===== config.mk =====
export PLATFORM = sky130hd
export DESIGN_NAME = hilo_muldiv_flat
export DESIGN_NICKNAME = d
export VERILOG_FILES = /design/src/rtl/hilo_muldiv_if.sv /design/src/rtl/hilo_muldiv.sv /design/src/flat_wrapper.sv
export SDC_FILE = /design/constraint.sdc
export NUM_CORES = 1
export LEC_CHECK = 0
export BUFFER_PORTS_ARGS = -buffer_cell sky130_fd_sc_hd__buf_2
export CORE_MARGIN = 4
export CORE_UTILIZATION = 25
export CTS_CLUSTER_DIAMETER = 60
export DETAILED_ROUTE_END_ITERATION = 8
export GPL_TIMING_DRIVEN = 0
export HOLD_SLACK_MARGIN = 0.03
export PLACE_DENSITY = 0.39
export SETUP_SLACK_MARGIN = 0.05
export SKIP_LAST_GASP = 1
export SYNTH_ARGS = -nofsm -noshare
export SYNTH_HDL_FRONTEND = slang
export SYNTH_SLANG_ARGS = --single-unit
export TNS_END_PERCENT = 30

===== constraint.sdc =====
create_clock -name clk -period 5.96 [get_ports clk]
set_input_delay 0.894 -clock clk [delete_from_list [all_inputs] [get_ports clk]]
set_output_delay 0.894 -clock clk [all_outputs]
set_load 0.02 [all_outputs]

===== src/rtl/hilo_muldiv_if.sv =====
// Pipeline-facing signal bundle for the HI/LO multiply/divide unit.
// The pipeline drives the master side; the unit implements the slave side.
interface hilo_muldiv_if #(
  parameter int unsigned WIDTH = 32
);
  logic             Start;
  logic [1:0]       Op;
  logic [WIDTH-1:0] SrcA;
  logic [WIDTH-1:0] SrcB;
  logic             HiloWrite;
  logic             HilotoReg;
  logic             HiloSrc;
  logic [WIDTH-1:0] MoveData;
  logic             Flush;
  logic             Stall;
  logic             Busy;
  logic [WIDTH-1:0] HiOut;
  logic [WIDTH-1:0] LoOut;

  modport master (
    output Start, Op, SrcA, SrcB, HiloWrite, HilotoReg, HiloSrc, MoveData, Flush,
    input  Stall, Busy, HiOut, LoOut
  );

  modport slave (
    input  Start, Op, SrcA, SrcB, HiloWrite, HilotoReg, HiloSrc, MoveData, Flush,
    output Stall, Busy, HiOut, LoOut
  );
endinterface


===== src/rtl/hilo_muldiv.sv =====
// Iterative radix-2 multiply/divide with HI/LO registers for the EX stage.
// Operations run on magnitudes for 32 cycles; signs are applied on the final step.
module hilo_muldiv #(
  parameter int unsigned WIDTH = 32
) (
  input  logic          clk,
  input  logic          resetn,
  hilo_muldiv_if.slave  bus
);
  localparam logic [1:0] S_IDLE = 2'd0;
  localparam logic [1:0] S_CALC = 2'd1;
  localparam logic [1:0] S_DONE = 2'd2;
  localparam int unsigned W2 = 2 * WIDTH;

  logic [1:0]       state_q, state_d;
  logic [4:0]       cnt_q, cnt_d;
  logic [WIDTH-1:0] hi_q, hi_d;
  logic [WIDTH-1:0] lo_q, lo_d;
  logic [WIDTH-1:0] opb_q, opb_d;
  logic [W2-1:0]    acc_q, acc_d;
  logic             is_div_q, is_div_d;
  logic             neg_q, neg_d;
  logic             rem_neg_q, rem_neg_d;
  logic             dz_q, dz_d;

  logic             accept;
  logic             is_signed;
  logic             move_req;
  logic [WIDTH-1:0] abs_a, abs_b;
  logic [WIDTH:0]   mul_sum;
  logic [WIDTH:0]   div_trial;
  logic [W2-1:0]    step;
  logic [W2-1:0]    prod_fix;
  logic [WIDTH-1:0] quo_fix, rem_fix;

  assign accept    = (state_q == S_IDLE) & bus.Start & ~bus.Flush;
  assign is_signed = ~bus.Op[0];
  assign move_req  = bus.HiloWrite & bus.HiloSrc & ~bus.Flush;
  assign abs_a     = (is_signed & bus.SrcA[WIDTH-1]) ? (~bus.SrcA + 1'b1) : bus.SrcA;
  assign abs_b     = (is_signed & bus.SrcB[WIDTH-1]) ? (~bus.SrcB + 1'b1) : bus.SrcB;

  // acc holds {partial product | remainder, multiplier | dividend/quotient}.
  always_comb begin
    mul_sum   = {1'b0, acc_q[W2-1:WIDTH]} + (acc_q[0] ? {1'b0, opb_q} : '0);
    div_trial = acc_q[W2-2:WIDTH-1] - {1'b0, opb_q};
    if (is_div_q) begin
      if (!div_trial[WIDTH]) begin
        step = {div_trial[WIDTH-1:0], acc_q[WIDTH-2:0], 1'b1};
      end else begin
        step = {acc_q[W2-2:0], 1'b0};
      end
    end else begin
      step = {mul_sum, acc_q[WIDTH-1:1]};
    end
  end

  // Divide by zero yields an all-ones quotient regardless of operand signs.
  always_comb begin
    prod_fix = neg_q ? (~step + 1'b1) : step;
    quo_fix  = dz_q ? '1 : (neg_q ? (~step[WIDTH-1:0] + 1'b1) : step[WIDTH-1:0]);
    rem_fix  = rem_neg_q ? (~step[W2-1:WIDTH] + 1'b1) : step[W2-1:WIDTH];
  end

  always_comb begin
    state_d   = state_q;
    cnt_d     = cnt_q;
    hi_d      = hi_q;
    lo_d      = lo_q;
    opb_d     = opb_q;
    acc_d     = acc_q;
    is_div_d  = is_div_q;
    neg_d     = neg_q;
    rem_neg_d = rem_neg_q;
    dz_d      = dz_q;

    if ((state_q != S_CALC) && move_req) begin
      if (bus.HilotoReg) begin
        hi_d = bus.MoveData;
      end else begin
        lo_d = bus.MoveData;
      end
    end

    case (state_q)
      S_IDLE: begin
        if (accept) begin
          state_d   = S_CALC;
          cnt_d     = '0;
          opb_d     = abs_b;
          acc_d     = {{WIDTH{1'b0}}, abs_a};
          is_div_d  = bus.Op[1];
          neg_d     = is_signed & (bus.SrcA[WIDTH-1] ^ bus.SrcB[WIDTH-1]);
          rem_neg_d = is_signed & bus.SrcA[WIDTH-1];
          dz_d      = bus.Op[1] & (bus.SrcB == '0);
        end
      end
      S_CALC: begin
        if (bus.Flush) begin
          state_d = S_IDLE;
        end else begin
          acc_d = step;
          cnt_d = cnt_q + 5'd1;
          if (cnt_q == 5'd31) begin
            state_d = S_DONE;
            if (is_div_q) begin
              hi_d = rem_fix;
              lo_d = quo_fix;
            end else begin
              hi_d = prod_fix[W2-1:WIDTH];
              lo_d = prod_fix[WIDTH-1:0];
            end
          end
        end
      end
      S_DONE:  state_d = S_IDLE;
      default: state_d = S_IDLE;
    endcase
  end

  always_ff @(posedge clk or negedge resetn) begin
    if (!resetn) begin
      state_q   <= S_IDLE;
      cnt_q     <= '0;
      hi_q      <= '0;
      lo_q      <= '0;
      opb_q     <= '0;
      acc_q     <= '0;
      is_div_q  <= 1'b0;
      neg_q     <= 1'b0;
      rem_neg_q <= 1'b0;
      dz_q      <= 1'b0;
    end else begin
      state_q   <= state_d;
      cnt_q     <= cnt_d;
      hi_q      <= hi_d;
      lo_q      <= lo_d;
      opb_q     <= opb_d;
      acc_q     <= acc_d;
      is_div_q  <= is_div_d;
      neg_q     <= neg_d;
      rem_neg_q <= rem_neg_d;
      dz_q      <= dz_d;
    end
  end

  assign bus.Stall = accept | ((state_q == S_CALC) & ~bus.Flush);
  assign bus.Busy  = (state_q == S_CALC);
  assign bus.HiOut = hi_q;
  assign bus.LoOut = lo_q;
endmodule


===== src/flat_wrapper.sv =====
// flat-port wrapper written by rule: the top's interface ports become plain ports
module hilo_muldiv_flat 
#(
  parameter int unsigned WIDTH = 32
)
  (clk, resetn, bus_Start, bus_Op, bus_SrcA, bus_SrcB, bus_HiloWrite, bus_HilotoReg, bus_HiloSrc, bus_MoveData, bus_Flush, bus_Stall, bus_Busy, bus_HiOut, bus_LoOut);
  hilo_muldiv_if #(.WIDTH(WIDTH)) bus_i ();
  input  logic clk;
  input  logic resetn;
  input wire logic [$bits(bus_i.Start)-1:0] bus_Start;
  input wire logic [$bits(bus_i.Op)-1:0] bus_Op;
  input wire logic [$bits(bus_i.SrcA)-1:0] bus_SrcA;
  input wire logic [$bits(bus_i.SrcB)-1:0] bus_SrcB;
  input wire logic [$bits(bus_i.HiloWrite)-1:0] bus_HiloWrite;
  input wire logic [$bits(bus_i.HilotoReg)-1:0] bus_HilotoReg;
  input wire logic [$bits(bus_i.HiloSrc)-1:0] bus_HiloSrc;
  input wire logic [$bits(bus_i.MoveData)-1:0] bus_MoveData;
  input wire logic [$bits(bus_i.Flush)-1:0] bus_Flush;
  output wire logic [$bits(bus_i.Stall)-1:0] bus_Stall;
  output wire logic [$bits(bus_i.Busy)-1:0] bus_Busy;
  output wire logic [$bits(bus_i.HiOut)-1:0] bus_HiOut;
  output wire logic [$bits(bus_i.LoOut)-1:0] bus_LoOut;
  assign bus_i.Start = bus_Start;
  assign bus_i.Op = bus_Op;
  assign bus_i.SrcA = bus_SrcA;
  assign bus_i.SrcB = bus_SrcB;
  assign bus_i.HiloWrite = bus_HiloWrite;
  assign bus_i.HilotoReg = bus_HilotoReg;
  assign bus_i.HiloSrc = bus_HiloSrc;
  assign bus_i.MoveData = bus_MoveData;
  assign bus_i.Flush = bus_Flush;
  assign bus_Stall = bus_i.Stall;
  assign bus_Busy = bus_i.Busy;
  assign bus_HiOut = bus_i.HiOut;
  assign bus_LoOut = bus_i.LoOut;
  hilo_muldiv #(.WIDTH(WIDTH)) u_core (.clk(clk), .resetn(resetn), .bus(bus_i));
endmodule

=== Yosys cells after proc, flatten, opt, wreduce, memory -nomap -nowiden ===
Index checks and enable logic that the tools add are counted.

* Input bits: 105
* Logic and storage cells: 80
* Register bits: 171

* Bitwise operators: 18
* Mux-type cells: 31
* Add/sub/neg operators: 8
* Equality and inequality tests: 6
* Reduce and logical (&&, ||, !) cells: 7

{| class="wikitable"
|+ Operators with widths
! kind !! count
|-
| $mux 32 || 18
|-
| $mux 64 || 5
|-
| $add 32x1->32 const B || 4
|-
| $not 32->32 || 4
|-
| $pmux 64 s2 || 1
|-
| $add 64x1->64 const B || 1
|-
| $not 64->64 || 1
|-
| $add 32x33->33 || 1
|-
| $sub 32x32->33 || 1
|-
| $logic_not 32->1 || 1
|-
| $mux 5 || 2
|-
| $pmux 5 s2 || 1
|-
| $and 1x1->1 || 9
|-
| $mux 2 || 3
|-
| $add 5x1->5 const B || 1
|-
| $eq 5x5->1 const B || 1
|-
| $ne 2x1->1 const B || 2
|-
| $pmux 2 s2 || 1
|-
| $reduce_and 2->1 || 2
|-
| $ne 3x2->1 const B || 1
|-
| $reduce_and 3->1 || 1
|-
| $eq 2x1->1 const B || 1
|-
| $logic_not 2->1 || 1
|-
| $ne 2x2->1 const B || 1
|-
| 5 further kinds || 6
|}

=== Logic depth before layout (Yosys ltp) ===
Gate-level depths: netlist of run 1.

* Depth in word-level cells: 11
* Mapped depth: 20
* Gate-level depth less buffers: 19

=== Worst setup path after synthesis of run 1 ===
Ideal clock, no wire load.

* Path type: flip-flop to flip-flop
* Start point: register u_core.acc_q[31]
* End point: register u_core.hi_q[16], in the netlist u_core.bus.HiOut[16]
* Library setup time: 120 ps
* Setup slack: 1,087 ps
* Stages on the path, launching flop included: 19
* Data required time: 5,840 ps
* Arrival time: 4,754 ps
* Cell sequence: dfrtp_1 -> inv_1 -> ha_1 -> fa_1 -> nand2b_1 -> a211o_1 -> a2111o_1 -> nand3_2 -> o21ai_2 -> buf_6 -> a221oi_1 -> ha_1 -> inv_1 -> a2111oi_0 -> nand4_2 -> or4_4 -> o311ai_4 -> nand3_1 -> and3b_1

* Longest elaborated chain between the ends: 10
* Elaborated cells between the ends (all ways): 13
* Those cells by class: 3 x add/sub; 8 x mux; 2 x bitwise

{| class="wikitable"
|+ Ends and longest elaborated chain
! element !! RTL line !! text
|-
| start, declared || hilo_muldiv.sv:20 || <nowiki>logic [W2-1:0] acc_q, acc_d;</nowiki>
|-
| start signal, assigned || hilo_muldiv.sv:127 || <nowiki>acc_q <= '0;</nowiki>
|-
| start signal, assigned || hilo_muldiv.sv:138 || <nowiki>acc_q <= acc_d;</nowiki>
|-
| $sub 32x32->33 || hilo_muldiv.sv:45 || <nowiki>div_trial = acc_q[W2-2:WIDTH-1] - {1'b0, opb_q};</nowiki>
|-
| $mux 64 || hilo_muldiv.sv:47 || <nowiki>if (!div_trial[WIDTH]) begin</nowiki>
|-
| $mux 64 * || hilo_muldiv.sv:46 || <nowiki>if (is_div_q) begin</nowiki>
|-
| $not 64->64 or $not 32->32 (tied branches) || hilo_muldiv.sv:59, hilo_muldiv.sv:61 ||
|-
| $add 64x1->64 or $add 32x1->32 (tied branches) || hilo_muldiv.sv:59, hilo_muldiv.sv:61 ||
|-
| $mux 64 or $mux 32 (tied branches) || hilo_muldiv.sv:59, hilo_muldiv.sv:61 ||
|-
| $mux 32 * || hilo_muldiv.sv:105 || <nowiki>if (is_div_q) begin</nowiki>
|-
| $mux 32 * || hilo_muldiv.sv:103 || <nowiki>if (cnt_q == 5'd31) begin</nowiki>
|-
| $mux 32 * || hilo_muldiv.sv:98 || <nowiki>if (bus.Flush) begin</nowiki>
|-
| $mux 32 * || hilo_muldiv.sv:84 || <nowiki>case (state_q)</nowiki>
|-
| named net u_core.hi_d[16] || hilo_muldiv.sv:17 || <nowiki>logic [WIDTH-1:0] hi_q, hi_d;</nowiki>
|-
| end signal, assigned || hilo_muldiv.sv:135 || <nowiki>hi_q <= hi_d;</nowiki>
|-
| end, declared || hilo_muldiv.sv:17 ||
|}

The timed path passes the listed nets; every way through them passes the cells marked *.
A chain may end at the register's enable or synchronous reset.

=== Final worst setup path of run 1 ===
* Start point: register u_core.is_div_q
* End point: register u_core.hi_q[0], in the netlist u_core.bus.HiOut[0]

* Longest elaborated chain between the ends: 8
* Elaborated cells between the ends (all ways): 11
* Those cells by class: 2 x add/sub; 7 x mux; 2 x bitwise

{| class="wikitable"
|+ Ends and longest elaborated chain
! element !! RTL line !! text
|-
| start, declared || hilo_muldiv.sv:21 || <nowiki>logic is_div_q, is_div_d;</nowiki>
|-
| start signal, assigned || hilo_muldiv.sv:139 || <nowiki>is_div_q <= is_div_d;</nowiki>
|-
| $mux 64 || hilo_muldiv.sv:46 ||
|-
| $not 64->64 or $not 32->32 (tied branches) || hilo_muldiv.sv:59, hilo_muldiv.sv:61 ||
|-
| $add 64x1->64 or $add 32x1->32 (tied branches) || hilo_muldiv.sv:59, hilo_muldiv.sv:61 ||
|-
| $mux 64 or $mux 32 (tied branches) || hilo_muldiv.sv:59, hilo_muldiv.sv:61 ||
|-
| $mux 32 * || hilo_muldiv.sv:105 ||
|-
| $mux 32 * || hilo_muldiv.sv:103 ||
|-
| $mux 32 * || hilo_muldiv.sv:98 ||
|-
| $mux 32 * || hilo_muldiv.sv:84 ||
|-
| named net u_core.hi_d[0] || hilo_muldiv.sv:17 ||
|}

Marked as above.

==> results of run 1 <==
## registers in the layout (all words and copies together) (netlist names)
register / flops
u_core.acc_q: 64
u_core.bus.HiOut: 32
u_core.bus.LoOut: 32
u_core.opb_q: 32
u_core.cnt_q: 5
u_core.state_q: 2
u_core.dz_q: 1
u_core.is_div_q: 1
u_core.neg_q: 1
u_core.rem_neg_q: 1
## stage by stage
step                setup TNS, ps  utilization  total power [uW]  std cells
floorplan                       0            -              5326       2026
global placement           -13010       0.2824              7356       3041
detailed placement          -2974       0.2833              7379       3043
CTS                             0       0.2928              8600       3075
global route               -53.08       0.2939              9273       3078
finish                     -96.93       0.2939              8688       3079
## critical path, delay by kind of cell (launching register included)
kind,cells,cell delay [ps]
AO/OA/AOI/OAI,2,920
buffers and inverters,9,4510
flip-flops,1,330
AND/OR/NAND/NOR,1,90
## power breakdown
group | internal, uW | switching, uW | leakage [uW] | total, uW
Combinational | 1860 | 3800 | 0.00547 | 5660
Clock | 557 | 613 | 0.000272 | 1170
Sequential | 1460 | 396 | 0.00217 | 1860
## cells by family (layout without fill, tap and decap cells)
kind of cell	Yosys count	count (layout)
AND/OR/NAND/NOR	729	729
other	0	1
XOR/XNOR	147	147
multiplexers	72	72
buffers and inverters	184	390
adder cells (fa/ha/maj)	72	72
AO/OA/AOI/OAI	651	651
flip-flops	171	171
## routing by layer
| metal | GRT usage | vias to the layer above |
|---|---|---|
| li1 | - | 7815 |
| met1 | 0.3144 | 8390 |
| met2 | 0.3405 | 488 |
| met3 | 0.03885 | 65 |
| met4 | 0.04167 | 2 |
| met5 | 0 | - |
## area by class of cell
class | count | share of cell area
Inverter | 72 | 0.01470
Tap cell | 846 | 0.05730
Sequential cell | 171 | 0.2316
Clock inverter | 15 | 0.008331
Clock buffer | 17 | 0.02303
Timing Repair Buffer | 174 | 0.04944
Antenna cell | 1 | 0.0001355
Multi-Input combinational cell | 1671 | 0.5905
Buffer | 112 | 0.02493
## final timing paths
check                                       startpoint                              to  slack [ps]  cells past startpoint
max in group asynchronous                       resetn    u_core.opb_q[26]$_DFFE_PN0P_        4550                      2
setup / recovery           u_core.is_div_q$_DFFE_PN0P_   u_core.bus.HiOut[0]$_DFF_PN0_        -100                     12
hold / removal                                  resetn  u_core.bus.LoOut[13]$_DFF_PN0_         360                      1
hold reg to reg            u_core.cnt_q[3]$_DFFE_PN0P_     u_core.cnt_q[3]$_DFFE_PN0P_         490                      1
min in group clk           u_core.cnt_q[3]$_DFFE_PN0P_     u_core.cnt_q[3]$_DFFE_PN0P_         490                      1
setup reg to reg           u_core.is_div_q$_DFFE_PN0P_   u_core.bus.HiOut[0]$_DFF_PN0_        -100                     12
## timing repair
item                       in CTS  in global routing
hold buffers                    0                  0
gates resized for setup         6                 13
pin swaps                       0                  3
buffers inserted                0                  3
setup endpoints to repair      40                 16
## cell usage in the layout (no fill, tap or decap), types with 12 or more instances in the layout
cell type  Yosys  final
and3_1        19     19
a211oi_1      24     23
nand2b_1      16     16
o21ai_1       15     16
nand2_1      302    302
nor3_1        48     48
clkbuf_1      87     85
buf_2         11    179
a21o_1        29     29
mux2i_1       44     44
ha_1          70     69
nor3b_1       14     14
and2_1        47     47
o21ai_0      190    189
o21a_1        12     12
a21oi_1      137    136
xor2_1        68     68
a32oi_1       33     33
nand4_1       28     28
a31oi_1       19     19
clkbuf_16      0     17
o31ai_1       23     23
nand3_1       35     35
xnor2_1       79     79
nor2_1       134    134
or3_1         14     14
dfrtp_1      171    171
mux2_2        28     28
inv_1         71     71
a22o_1        16     16
o211ai_1      15     15
o22ai_1       14     13
==> impl_metrics.ini, run 1 <==
[timing]
fin_crit_sh = 1.016
fin_skew_ps = 19.82
maxSlewHeadroom = 0.1557
holdWs_ps = 364.5
drv_slew = 0
max_freq_mhz = 165.1
rsz0062_at_grt = true
tightest_slew_ps = 1266
hold_viol = 0
setup_slack_ps = -96.93
finalSetupViolCount = 1
period_needed_ps = 6057

[logic_synthesis]
synth_top_area_cell = dfrtp_1
synthMuxAreaShare = 0.04771
synthCells = 2026
ys_seq_area_frac = 0.2701
synth_xor_area_frac = 0.08127
synth_top_family_by_area = compound AO/OA/AOI/OAI gates
synth_compound_area_frac = 0.2741
synth_area_um2 = 15840
ys_async_sr_fraction = 1.000
synth-simple-area-share = 0.2230
synth_area_leaders = dfrtp_1 27%, nand2_1 7.2%, o21ai_0 6.0%, ha_1 5.5%, xnor2_1 4.4%
syn_nets = 2203
synth_most_common_cell = nand2_1
synth.top_cells.by_count = 302 x nand2_1, 190 x o21ai_0, 171 x dfrtp_1
synth.avg_cell_area_um2 = 7.819
synth-main-ff-cell = dfrtp_1
synth_edf_count = 0
synthAdderAreaFrac = 0.05782
yosysWarnings = 0
yosysUniqueCellTypes = 100
synth_top_area_share = 0.2701
synth_seq_cells = 171

[route]
wl_met1_mm = 35.89
routed_via_density = 5.443
drt_iter0_markers = 1442
dr_wl_met3_mm = 4.395
wl_met2_mm = 33.50
drc = 0
wl_per_cell_um = 24.31
wl_mm = 74.84
dr.pass1.iters = 5
top_layer_used = met5
final_antenna_net_count = 0
vias = 16760

[global_routing]
grt_overflow = 0
grt_pass1_vias = 16342
grt_pass1_wl_mm = 109.8
grt_max_degree = 98
antenna_found_initial = 1
track_usage = 0.2173

[critical_path]
critPathLaunchType = flop
arrival_ps = 6390
crit_fanout = 10
crit_chain = clkbuf_1, clkbuf_2, buf_2, buf_1, clkbuf_1, buf_2, buf_1, clkbuf_1, buf_2, nor2_1, a2111oi_1, a21oi_1
worstPathRequired_ps = 6300
setup.worst_path.end_class = flop
crit_type = reg2reg
slowest_delay_ps = 840
critPathSlowestCell = a2111oi_1

[clocking]
clock_latency_ps = 510
cts_buffers = 17
cts-root-buf = clkbuf_16
clkSlewWorstSetupHoldPaths_ps = 90
cts_tree = built
clockBufferDepth = 2
htreeDepth = 4
cts.sinks = 171

[placement]
pre_cts_ws_ps = -439.9
place.gp.congestion = 0.9260
dpl_cell_area_um2 = 17810
io_buffers = 169
dp_hpwl_mm = 61.38

[finish]
final_area_um2 = 18470
fin_nets = 2396
drive_gt1_frac = 0.1407
area_growth_pct = 16.61
seqCellArea_um2 = 4279
nFillCells = 7023
multiInputGateArea_um2 = 10910

[status]
status = finished with violations
violations = setup timing

[power]
leakage_uw = 0.007911
powerDensity_nw_per_um2 = 470.3
ir_worst_vdd_mv = 0.2822

[floorplan]
fp.dieH_um = 259.7
initial_core_util = 0.2521
rows = 92
ios = 171
dieArea_um2 = 67460
fp.coreArea_um2 = 62850
die_w_um = 259.7

[hold_path]
hp-class = in2async

[job]
maxCapViolCount = 0
No activity file was read; power rests on OpenSTA's default activity.
==> run 2: changes to the inputs <==
- CORE_MARGIN: 4 -> 2
- clock period: 5.96 -> 7.5 ns (I/O delays scaled with it)
==> run 2 against run 1 <==
Against the previous run: the flow finishes with violations (capacitance limit, slew limit); design area fell by 0.16%; count of clock-buffer cells in the layout did not move; final cell count barely moved; largest cell class unchanged; first-iteration DRC count fell by 12%; clock skew rose by 7.0 ps; setup slack improved by 820 ps.
==> impl_metrics.ini, run 2 (synthesis results as in run 1) <==
[global_routing]
track_usage = 0.2248
grt_pass1_vias = 16229
grt_pass1_wl_mm = 110.4
grt_max_degree = 106
grt_overflow = 0
antenna_found_initial = 1

[clocking]
cts-root-buf = clkbuf_16
cts_buffers = 17
cts_tree = built
clkSlewWorstSetupHoldPaths_ps = 90
post_cts_resized = 0
cts-hold-fix-buffers = 0
clock_latency_ps = 510
htreeDepth = 4
clockBufferDepth = 2
postCtsSetupBuffers = 0
cts.sinks = 171

[hold_path]
holdPathStages = 1
hp-class = reg2reg
min_to = u_core.cnt_q[3]$_DFFE_PN0P_
hp-start = u_core.cnt_q[3]$_DFFE_PN0P_

[floorplan]
fp.coreArea_um2 = 62850
dieArea_um2 = 65400
fp.dieH_um = 255.7
ios = 171
rows = 92
die_w_um = 255.7
initial_core_util = 0.2521

[finish]
final_cell_mix = 302 x nand2_1, 190 x o21ai_0, 179 x buf_2
antenna_cells = 0
multiInputGateArea_um2 = 10850
final_core_util = 0.2934
fin_nets = 2394
largest_register = u_core.acc_q
final_common_cell = nand2_1
area_growth_pct = 16.42
seqCellArea_um2 = 4279
nFillCells = 7007
drive_gt1_frac = 0.1359
largest_register_ffs = 64

[power]
leakage_uw = 0.007914
comb_power_share = 0.645
ir_worst_vdd_mv = 0.2362
switchingPower_uw = 3837
power.internal_uw = 3074
powerDensity_nw_per_um2 = 374.7
power.share.clock = 0.143
switching_share = 0.5553
power_frac_seq = 0.212

[route]
wl_met1_mm = 36.39
drc = 0
top_layer_used = met4
routed_via_density = 5.390
dr_wl_met3_mm = 3.992
drt_iter0_markers = 1263
dr.pass1.iters = 5
wl_per_cell_um = 24.16
final_antenna_net_count = 0
wl_met2_mm = 32.94
wl_mm = 74.30
vias = 16579

[timing]
hold_viol = 0
fin_skew_ps = 26.77
finalSetupTns_ps = 0
max_freq_mhz = 147.6
period_needed_ps = 6773
fin_crit_sh = 0.9031
holdWs_ps = 486.5
finalSetupViolCount = 0
rsz0062_at_grt = false
tightest_slew_ps = 1504
maxSlewHeadroom = -0.02843
drv_slew = 2

[placement]
place.gp.congestion = 0.9391
io_buffers = 169
dp_hpwl_mm = 60.61

[status]
violations = capacitance limit, slew limit
status = finished with violations

[critical_path]
crit_top_cell = clkbuf_1
worstPathRequired_ps = 7820
crit_chain = clkbuf_1, clkbuf_1, buf_2, buf_1, clkbuf_1, buf_2, buf_1, clkbuf_1, buf_2, nor2_1, a2111oi_0, a21oi_1
rr_endpoint = u_core.bus.HiOut[0]$_DFF_PN0_
rr_startpoint = u_core.is_div_q$_DFFE_PN0P_
critPathLaunchType = flop
slowest_delay_ps = 1170
critPathSlowestCell = a2111oi_0
setup.worst_path.end_class = flop
crit_type = reg2reg
crit_fanout = 10
rr_worst_depth = 12
reg2reg_slack_ps = 730
arrival_ps = 7090

[job]
maxCapViolCount = 1
## run 2: cell types whose count changed in the layout (fill, tap and decap cells not counted), sizes merged
| cell | delta |
|---|---|
| clkinvlp | -4 |
| clkdlybuf4s18 | +1 |
| clkinv | +4 |
| diode | -1 |
| buf | -3 |
## run 2: final cells by class
cell class | count | area share
multi-input cells | 1671 | 0.5881
clock buffers | 17 | 0.02307
repair buffers | 172 | 0.04885
clock inverters | 15 | 0.01106
inverters | 72 | 0.01465
well taps | 846 | 0.05740
flip-flops and latches | 171 | 0.2320
plain buffers | 112 | 0.02483
## run 2: worst max path at each step
stage / from / slack, ps / to / cells past startpoint
after global routing: u_core.is_div_q$_DFFE_PN0P_ / 690 / u_core.bus.HiOut[0]$_DFF_PN0_ / 12
after detailed placement: u_core.is_div_q$_DFFE_PN0P_ / 980 / u_core.bus.HiOut[0]$_DFF_PN0_ / 12
after floorplan: u_core.acc_q[31]$_DFFE_PN0P_ / 2630 / u_core.bus.HiOut[16]$_DFF_PN0_ / 18
after global placement: u_core.acc_q[31]$_DFFE_PN0P_ / 660 / u_core.bus.HiOut[16]$_DFF_PN0_ / 18
after CTS: u_core.is_div_q$_DFFE_PN0P_ / 930 / u_core.bus.HiOut[0]$_DFF_PN0_ / 12
final: u_core.is_div_q$_DFFE_PN0P_ / 730 / u_core.bus.HiOut[0]$_DFF_PN0_ / 12
## run 2: power groups by stage
stage	clock, uW	combinational [uW]	sequential [uW]
6_report	986	4460	1470
5_1_grt	1050	4800	1500
4_1_cts	1010	4380	1460
3_5_place_dp	0	4360	1480
3_3_place_gp	0	4350	1480
2_1_floorplan	0	2780	1450
## run 2: layer usage
metal	GRT usage	vias up
met5	0	-
li1	-	7807
met2	0.3530	478
met1	0.3276	8234
met4	0.04451	0
met3	0.03080	60
## run 2: metrics by stage
stage | setup WS [ps] | std cells | total power (uW) | cell area, um2
floorplan | 2627 | 2026 | 4233 | 15840
global placement | 663.8 | 3041 | 5828 | 17750
detailed placement | 976.5 | 3044 | 5841 | 17810
CTS | 927.7 | 3076 | 6854 | 18440
global route | 691.5 | 3076 | 7347 | 18440
finish | 726.6 | 3076 | 6911 | 18440
## run 2: critical path: cells and delay by family (launching register included)
family                 cells  cell delay, ps
AO/OA/AOI/OAI              2            1230
buffers and inverters      9            4860
flip-flops                 1             340
AND/OR/NAND/NOR            1              90
